===== src/rtl/repo_reader.sv =====
// Streams word_count words from the repository starting at base_addr into a small output FIFO; first word leaves READ_LATENCY+1 cycles after start.
// Backpressure: issue is credit-gated on fifo_count+inflight<FIFO_DEPTH, so a stalled consumer halts address generation without loss.

module repo_reader_fifo #(
   parameter int WIDTH = 32,
   parameter int DEPTH = 4
) (
   input  logic                     clock,
   input  logic                     reset,
   input  logic                     flush,
   input  logic                     push_vld,
   input  logic [WIDTH-1:0]         push_dat,
   input  logic                     pop_rdy,
   output logic                     head_vld,
   output logic [WIDTH-1:0]         head_dat,
   output logic [$clog2(DEPTH):0]   count
);
   localparam int AW = $clog2(DEPTH);
   localparam int CW = AW + 1;

   logic [WIDTH-1:0] store [DEPTH];
   logic [AW-1:0]    wr_ptr;
   logic [AW-1:0]    rd_ptr;
   logic             do_push;
   logic             do_pop;

   assign head_vld = (count != '0);
   assign head_dat = head_vld ? store[rd_ptr] : '0;
   assign do_pop   = pop_rdy && head_vld;
   // A full FIFO still takes a push when the head leaves in the same cycle.
   assign do_push  = push_vld && ((count != CW'(DEPTH)) || do_pop);

   always_ff @(posedge clock or negedge reset) begin
      if (!reset) begin
         wr_ptr <= '0;
         rd_ptr <= '0;
         count  <= '0;
      end else if (flush) begin
         wr_ptr <= '0;
         rd_ptr <= '0;
         count  <= '0;
      end else begin
         if (do_push) wr_ptr <= wr_ptr + 1'b1;
         if (do_pop)  rd_ptr <= rd_ptr + 1'b1;
         case ({do_push, do_pop})
            2'b10:   count <= count + 1'b1;
            2'b01:   count <= count - 1'b1;
            default: count <= count;
         endcase
      end
   end

   always_ff @(posedge clock) begin
      if (do_push && !flush) store[wr_ptr] <= push_dat;
   end
endmodule

module repo_reader #(
   parameter int READ_LATENCY = 1,
   parameter int FIFO_DEPTH   = 4
) (
   input  logic        clock,
   input  logic        reset,
   input  logic        start,
   input  logic        abort,
   input  logic [29:0] base_addr,
   input  logic [15:0] word_count,
   output logic [29:0] mem_addr,
   input  logic [31:0] data_read,
   output logic        out_valid,
   output logic [31:0] out_data,
   input  logic        out_ready,
   output logic        busy,
   output logic        done,
   output logic        error
);
   localparam int CW = $clog2(FIFO_DEPTH) + 1;

   localparam logic [1:0] ST_IDLE  = 2'd0;
   localparam logic [1:0] ST_FETCH = 2'd1;
   localparam logic [1:0] ST_DRAIN = 2'd2;
   localparam logic [1:0] ST_DONE  = 2'd3;

   logic [1:0]              state;
   logic [1:0]              state_nxt;
   logic [15:0]             count_q;
   logic [15:0]             issued;
   logic [15:0]             popped;
   logic [READ_LATENCY-1:0] vld_sr;
   logic [CW-1:0]           fifo_count;
   logic [CW-1:0]           inflight;
   logic [CW:0]             credit_used;

   logic in_xfer;
   logic abort_act;
   logic aligned;
   logic start_acc;
   logic start_go;
   logic fetch_issue;
   logic last_issue;
   logic issue;
   logic push;
   logic pop;
   logic drain_done;

   always_comb begin
      inflight = '0;
      for (int i = 0; i < READ_LATENCY; i++) inflight = inflight + CW'(vld_sr[i]);
   end

   assign credit_used = {1'b0, fifo_count} + {1'b0, inflight};
   assign in_xfer     = (state == ST_FETCH) || (state == ST_DRAIN);
   assign abort_act   = abort && in_xfer;
   assign aligned     = (base_addr[1:0] == 2'b00);
   assign start_acc   = (state == ST_IDLE) && start && aligned;
   assign start_go    = start_acc && (word_count != 16'd0);
   assign fetch_issue = (state == ST_FETCH) && !abort && (issued < count_q) &&
                        (credit_used < (CW+1)'(FIFO_DEPTH));
   assign last_issue  = fetch_issue && ((issued + 16'd1) == count_q);
   assign issue       = start_go || fetch_issue;
   assign push        = vld_sr[READ_LATENCY-1] && !abort_act;
   assign pop         = out_valid && out_ready;
   assign drain_done  = (inflight == '0) && (fifo_count == '0) && (popped == count_q);

   always_comb begin
      state_nxt = state;
      case (state)
         ST_IDLE:  if (start_acc) state_nxt = (word_count == 16'd0) ? ST_DONE : ST_FETCH;
         // A single-word transfer issues on the start edge, so FETCH can already be complete.
         ST_FETCH: if (abort) state_nxt = ST_IDLE;
                   else if (last_issue || (issued == count_q)) state_nxt = ST_DRAIN;
         ST_DRAIN: if (abort) state_nxt = ST_IDLE;
                   else if (drain_done) state_nxt = ST_DONE;
         ST_DONE:  state_nxt = ST_IDLE;
         default:  state_nxt = ST_IDLE;
      endcase
   end

   always_ff @(posedge clock or negedge reset) begin
      if (!reset) begin
         state    <= ST_IDLE;
         mem_addr <= '0;
         count_q  <= '0;
         issued   <= '0;
         popped   <= '0;
         error    <= 1'b0;
      end else begin
         state <= state_nxt;
         error <= (state == ST_IDLE) && start && !aligned;
         if (start_go)         mem_addr <= base_addr;
         else if (fetch_issue) mem_addr <= mem_addr + 30'd4;
         if (start_acc) begin
            count_q <= word_count;
            issued  <= start_go ? 16'd1 : 16'd0;
            popped  <= '0;
         end else begin
            if (fetch_issue)     issued <= issued + 16'd1;
            if (pop && in_xfer)  popped <= popped + 16'd1;
         end
      end
   end

   // Each issue is tagged here and lands in the FIFO exactly READ_LATENCY edges later.
   always_ff @(posedge clock or negedge reset) begin
      if (!reset) begin
         vld_sr <= '0;
      end else if (abort_act) begin
         vld_sr <= '0;
      end else begin
         for (int i = READ_LATENCY - 1; i > 0; i--) vld_sr[i] <= vld_sr[i-1];
         vld_sr[0] <= issue;
      end
   end

   repo_reader_fifo #(
      .WIDTH (32),
      .DEPTH (FIFO_DEPTH)
   ) u_fifo (
      .clock    (clock),
      .reset    (reset),
      .flush    (abort_act),
      .push_vld (push),
      .push_dat (data_read),
      .pop_rdy  (out_ready),
      .head_vld (out_valid),
      .head_dat (out_data),
      .count    (fifo_count)
   );

   assign busy = in_xfer;
   assign done = (state == ST_DONE);
endmodule


===== config.mk =====
export PLATFORM = sky130hd
export DESIGN_NAME = repo_reader
export DESIGN_NICKNAME = d
export VERILOG_FILES = /design/src/rtl/repo_reader.sv
export SDC_FILE = /design/constraint.sdc
export NUM_CORES = 1
export LEC_CHECK = 0
export ABC_AREA = 1
export CORE_AREA = 2 2 159 161
export CTS_BUF_LIST = sky130_fd_sc_hd__clkbuf_2
export CTS_CLUSTER_SIZE = 30
export DETAILED_ROUTE_END_ITERATION = 16
export DIE_AREA = 0 0 161 163
export PLACE_DENSITY = 0.71
export SETUP_SLACK_MARGIN = 0.2
export SYNTH_ARGS = -nofsm -noshare
export SYNTH_HDL_FRONTEND = slang
export SYNTH_SLANG_ARGS = --single-unit

===== constraint.sdc =====
create_clock -name clock -period 5.9 [get_ports clock]
set_input_delay 1.18 -clock clock [delete_from_list [all_inputs] [get_ports clock]]
set_output_delay 1.18 -clock clock [all_outputs]
set_load 0.005 [all_outputs]

==> impl_metrics.ini <==
[critical_path]
critPathKind = flip-flop to output pin
timing.rr.start = state[0]$_DFFE_PN0P_
r2r_end = mem_addr[24]$_DFFE_PN0P_
crit_path_end_kind = output pin
r2r_cells = 12
cp.required_ns = 4.72
cp-start-kind = flip-flop
slowest_delay_ns = 0.57
arrival_ns = 3.17
cp_slowest_cell = inv_1
crit_fanout = 40
r2r_slack_ns = 2.54
cp_cell_sequence = inv_1 -> buf_4 -> o21ai_0 -> a21oi_1 -> clkdlybuf4s50_1

[sta]
fmax_ghz = 0.2300
post-route-period-util_pct = 73.69
finalHoldViolations = 0
worst_pin_slew_ns = 1.008
rsz0062_at_grt = no
finalSetupViolCount = 0
setup_tns_ns = 0
layout_min_cycle_time_ns = 4.348
fin_skew_ns = 0.05047
maxSlewViolCount = 0
relSlewSlack_pct = 32.24

[run]
cap_violations = 0

[yosys]
synth_cells = 1212
avgSynthCellArea_um2 = 9.001
yosysUniqueCellTypes = 43
yosys_warnings = 0
syn_nets = 1324
synth_enable_flop_cells = 128
syn_area_um2 = 10910
ys_seq_area_share_pct = 55.65
synth.ff_latch_count = 217
synthArstFlopShare_pct = 41.01
synthFlopType = edfxtp_1

[final_layout]
final_area_um2 = 13200
drive_gt1_share_pct = 9.838
syn2layout_area_growth_pct = 20.97
layout.nets = 1501
final_util_pct = 53.48

[cts]
path_clk_slew_ns = 0.12
hold_buffers = 0
clockRootBuffer = clkbuf_2
cts_resized = 0
cts_max_path_buffers = 3
post-cts-setup-buffers = 0
cts_htree_levels = 2
cts_tree = done
cts_buffers = 54
clock_latency_ns = 0.81
clock-sinks = 217

[detailed_routing]
vias_per_cell = 5.213
drc = 0
dr.pass1.iters = 5
vias = 9144
post_drt_wl_per_cell_um = 15.51
drt_iter0_markers = 645
ant_nets = 0
wirelength_um = 27200

[pwr]
power.density_nw_per_um2 = 450.1
power.leakage_uw = 0.005412
peakVddDrop_mv = 0.2395
total_power_uw = 5940

[global_routing]
grt_pass1_vias = 9080
grt-ovfl-total = 0
antenna_found_initial = 0
grt_max_degree = 65
grt_use_total_pct = 20.80
grt_pass1_wl_um = 44170

[die]
dieArea_um2 = 26240
rows = 58
coreArea_um2 = 24670
pin_count = 149
start_util_pct = 44.21
die_h_um = 163
die_w_um = 161

[status]
status = complete, no violations

[worst_hold_path]
hold_class = primary input to async pin

[place]
dpl-instance-area_um2 = 12750
numPortBuffers = 148
finalWeightedCongestion = 0.8780
dp_hpwl_um = 18170
[synth_stat cells, types with 21 or more instances]
library cell | n | area [µm²]
nor2_1 | 213 | 799.5
xor2_1 | 21 | 183.9
nand3_1 | 56 | 280.3
edfxtp_1 | 128 | 3844
ha_1 | 28 | 350.3
o22ai_1 | 24 | 150.1
o21ai_0 | 120 | 600.6
inv_1 | 108 | 405.4
a21oi_1 | 62 | 310.3
dfrtp_1 | 89 | 2227
clkbuf_1 | 30 | 112.6
nand2_1 | 201 | 754.5
[critical path, delay by kind of cell, from the launching register on]
family	cells	cell delay (ns)
DFF	1	0.41
buffers and inverters	3	1.58
AOI/OAI and AO/OA	2	0.39
[power breakdown]
| part | switching [µW] | internal [µW] |
|---|---|---|
| Sequential | 361 | 1930 |
| Combinational | 1520 | 1210 |
| Clock | 591 | 318 |
| Total | 2470 | 3470 |
[metal layers]
metal  global-route usage, %  up-vias  wire, µm
li1                        -     4480         -
met4                   5.722        0       481
met5                       0        -         0
met2                   35.72      319     13100
met3                   4.405       49      1810
met1                   26.82     4296     11810
[placed cells by master, fill, tap and decap left out, drive strengths merged, types with 2 or more instances in the layout]
cell,n
nor2,230
a21oi,62
edfxtp,128
clkdlybuf4s50,147
dfrtp,89
nor4,3
clkbuf,66
a22oi,2
nand2,208
nand4,19
buf,15
nand3,59
o21ai,135
xor2,21
a31oi,6
clkinv,24
a211oi,4
o22ai,24
o211ai,3
xnor2,4
ha,28
inv,116
o31ai,2
nor3,19
[kinds of logic after synthesis]
logic type | after synthesis | synth area share, %
buf+inv | 158 | 5.528
compound gates | 242 | 11.89
simple gates | 540 | 21.32
fa+ha+maj | 29 | 3.395
xor+xnor | 26 | 2.214
flops | 217 | 55.65
[flip-flops by register name, indices dropped and copies added, names as in the netlist]
register / count
u_fifo.count: 3
popped: 16
mem_addr: 30
u_fifo.rd_ptr: 2
vld_sr: 1
state: 2
u_fifo.wr_ptr: 2
count_q: 16
u_fifo.store: 128
issued: 16
error: 1
[worst max path at each step]
stage                                             from                            to  slack (ns)
after floorplan                                  abort  u_fifo.store[0][0]$_DFFE_PP_        2.51
after global placement                           start      mem_addr[25]$_DFFE_PN0P_        1.80
after detailed placement                         start      mem_addr[26]$_DFFE_PN0P_        1.70
after CTS                 u_fifo.rd_ptr[0]$_DFFE_PN0P_                  out_data[30]        1.41
after global routing      u_fifo.rd_ptr[0]$_DFFE_PN0P_                  out_data[12]        1.18
final                     u_fifo.rd_ptr[0]$_DFFE_PN0P_                  out_data[23]        1.55
[stage by stage]
stage	instances	setup WS, ns	hold WS [ns]
after floorplan	1212	2.515	0.4764
after global placement	1663	1.799	0.4933
after detailed placement	1663	1.697	0.4868
after CTS	1753	1.413	0.3558
after global routing	1753	1.180	0.3874
final	1754	1.552	0.4270
[cell type report]
type,instances,area (µm²)
Fill cell,2290,11480
Sequential cell,217,6072
Tap cell,330,412.9
Clock inverter,24,110.1
Timing Repair Buffer,162,1584
Multi-Input combinational cell,837,4245
Clock buffer,66,330.3
Antenna cell,1,2.502
Inverter,117,439.2
(Power assumes the default switching activity.)
==> patch: new RTL, config.mk and constraints unchanged <==
Remove the register `error`: a continuous assignment takes its place, so the output `error` follows one clock earlier.
--- a/src/rtl/repo_reader.sv
+++ b/src/rtl/repo_reader.sv
@@ -143,10 +143,8 @@
          count_q  <= '0;
          issued   <= '0;
          popped   <= '0;
-         error    <= 1'b0;
       end else begin
          state <= state_nxt;
-         error <= (state == ST_IDLE) && start && !aligned;
          if (start_go)         mem_addr <= base_addr;
          else if (fetch_issue) mem_addr <= mem_addr + 30'd4;
          if (start_acc) begin
@@ -159,6 +157,8 @@
          end
       end
    end
+
+   assign error = (state == ST_IDLE) && start && !aligned;
 
    // Each issue is tagged here and lands in the FIFO exactly READ_LATENCY edges later.
    always_ff @(posedge clock or negedge reset) begin
Formal check against the unedited RTL: not equivalent (a bounded check fails within 4 cycles, from zero or initial values and one cycle with reset low).
==> patch against the unedited design <==
  * Routed wire length about the same
  * Sequential cell count shrank 1
  * Sequential share of layout area shrank 0.30 points
  * Setup slack lost 0.18 ns
  * Area after synthesis about the same
  * Power rose by 0.13%
  * Design area grew 0.24%
  * Die area stayed put
  * Critical endpoint is now out_data[2]
  * Sequential power down 2%
  * Largest cell class unchanged
==> patch: results (changes against the unedited design) <==
Run status
  • Run status: finished, final reports clean (unchanged)

STA
  • Worst-margin pin slew: 1.06 ns (was 1.01 ns)
  • Setup Skew: 0.0533 ns (was 0.0505 ns)

Logic synthesis
  • Post-synthesis sequential area ratio: 0.554 (was 0.556)
  • Top cells by count, synth: 214 x nor2_1, 179 x nand2_1, 130 x o21ai_0, 128 x edfxtp_1, 110 x inv_1 (was 213 x nor2_1, 201 x nand2_1, 128 x edfxtp_1, 120 x o21ai_0, 108 x inv_1)
  • Synth cell types: 54 (was 43)
  • Ys async rst share: 0.407 (was 0.410)

Route
  • Initial drt markers: 678 (was 645)
  • Wirelength per Cell: 15.6 um (was 15.5 um)
  • Drt pass-1 iters: 6 (was 5)

Critical path
  • CP startpoint: u_fifo.rd_ptr[0] (unchanged)
  • RR Startpoint: count_q[11] (was state[0])
  • Critical path's top delay family: buffers and inverters (unchanged)
  • Worst-path fanout max: 38 (was 40)
  • Worst EP arrival: 3.35 ns (was 3.17 ns)

Finish
  • Layout net count: 1484 (was 1501)
  • Layout fillers: 2266 (was 2290)
  • Share of cells above drive strength 1: 0.110 (was 0.0984)

CTS
  • Clock buffer depth: 3 (unchanged)
  • CTS Buf Count: 56 (was 54)

Global routing
  • Vias in the first global route: 8886 (was 9080)
  • Largest net degree at the start of global routing: 66 (was 65)
  • Tot GR Track Use: 0.211 (was 0.208)
  • Initial antenna violation count: 1 (was 0)
  • Wire length of the first global-routing pass: 44.5 mm (was 44.2 mm)

Place
  • Final Wtd Congestion: 0.920 (was 0.878)
  • Post-DP HPWL: 18.2 mm (about the same)

Pwr
  • Peak supply drop: 0.000224 V (was 0.000240 V)
  • Pint: 3480 uW (was 3470 uW)
  • Leak: 0.00539 uW (was 0.00541 uW)
[patch: cell types whose count changed after synthesis, sizes merged, moves of 3 or more]
cell,before,now
a21oi,62,58
and2,0,3
buf,11,18
clkbuf,30,24
inv,115,118
nand2,208,190
nand3,59,56
nand4,19,12
xor2,21,24
[patch: path summary, 6_finish.rpt]
| check | slack, ns | cells after the start | end |
|---|---|---|---|
| min | 0.32 | 1 | popped[7] |
| max | 1.37 | 5 | out_data[2] |
| min in group clock | 0.51 | 2 | mem_addr[0] |
| max in group asynchronous | 4.48 | 2 | count_q[12] |
| min reg2reg | 0.51 | 2 | mem_addr[0] |
| max reg2reg | 3.01 | 11 | issued[9] |
[patch: per-stage QoR]
step | hold WS, ns | power (uW) | instances | setup WS, ns | area [um^2]
3_3_place_gp | 0.500 | 4930 | 1644 | 1.94 | 12700
2_1_floorplan | 0.476 | 3820 | 1196 | 2.43 | 10900
6_report | 0.316 | 5950 | 1745 | 1.37 | 13200
4_1_cts | 0.215 | 6000 | 1743 | 1.23 | 13200
5_1_grt | 0.220 | 6460 | 1745 | 1.03 | 13200
3_5_place_dp | 0.499 | 4980 | 1644 | 1.86 | 12700
[patch: per-layer routing]
metal  global-route usage  vias up  wire, um
met5                    0        -         0
met4               0.0621        0       465
met3               0.0446       45      2050
met2                0.351      322     12900
met1                0.279     4237     11800
li1                     -     4450         -
[patch: cell families after synthesis]
group | after synthesis | synth area share
AO/OA/AOI/OAI | 246 | 0.123
buffers and inverters | 160 | 0.0575
XOR/XNOR | 29 | 0.0233
AND/OR/NAND/NOR | 516 | 0.208
adder cells (fa/ha/maj) | 29 | 0.0339
flip-flops | 216 | 0.554
[patch: final cells by class]
type | instances | area (um^2) | share of cell area
sequential | 216 | 6050 | 0.457
multi-input combinational | 820 | 4260 | 0.322
timing repair buffer | 160 | 1570 | 0.119
inverter | 118 | 445 | 0.0337
clock buffer | 84 | 420 | 0.0318
tap | 330 | 413 | 0.0312
clock inverter | 15 | 67.6 | 0.00511
antenna | 2 | 5.00 | 0.000378
[patch: power groups by stage]
stage	sequential (uW)	clock (uW)	combinational (uW)
finish	2250	987	2710
global route	2300	1110	3060
CTS	2250	1030	2730
detailed placement	2270	0	2710
global placement	2270	0	2660
floorplan	2190	0	1630
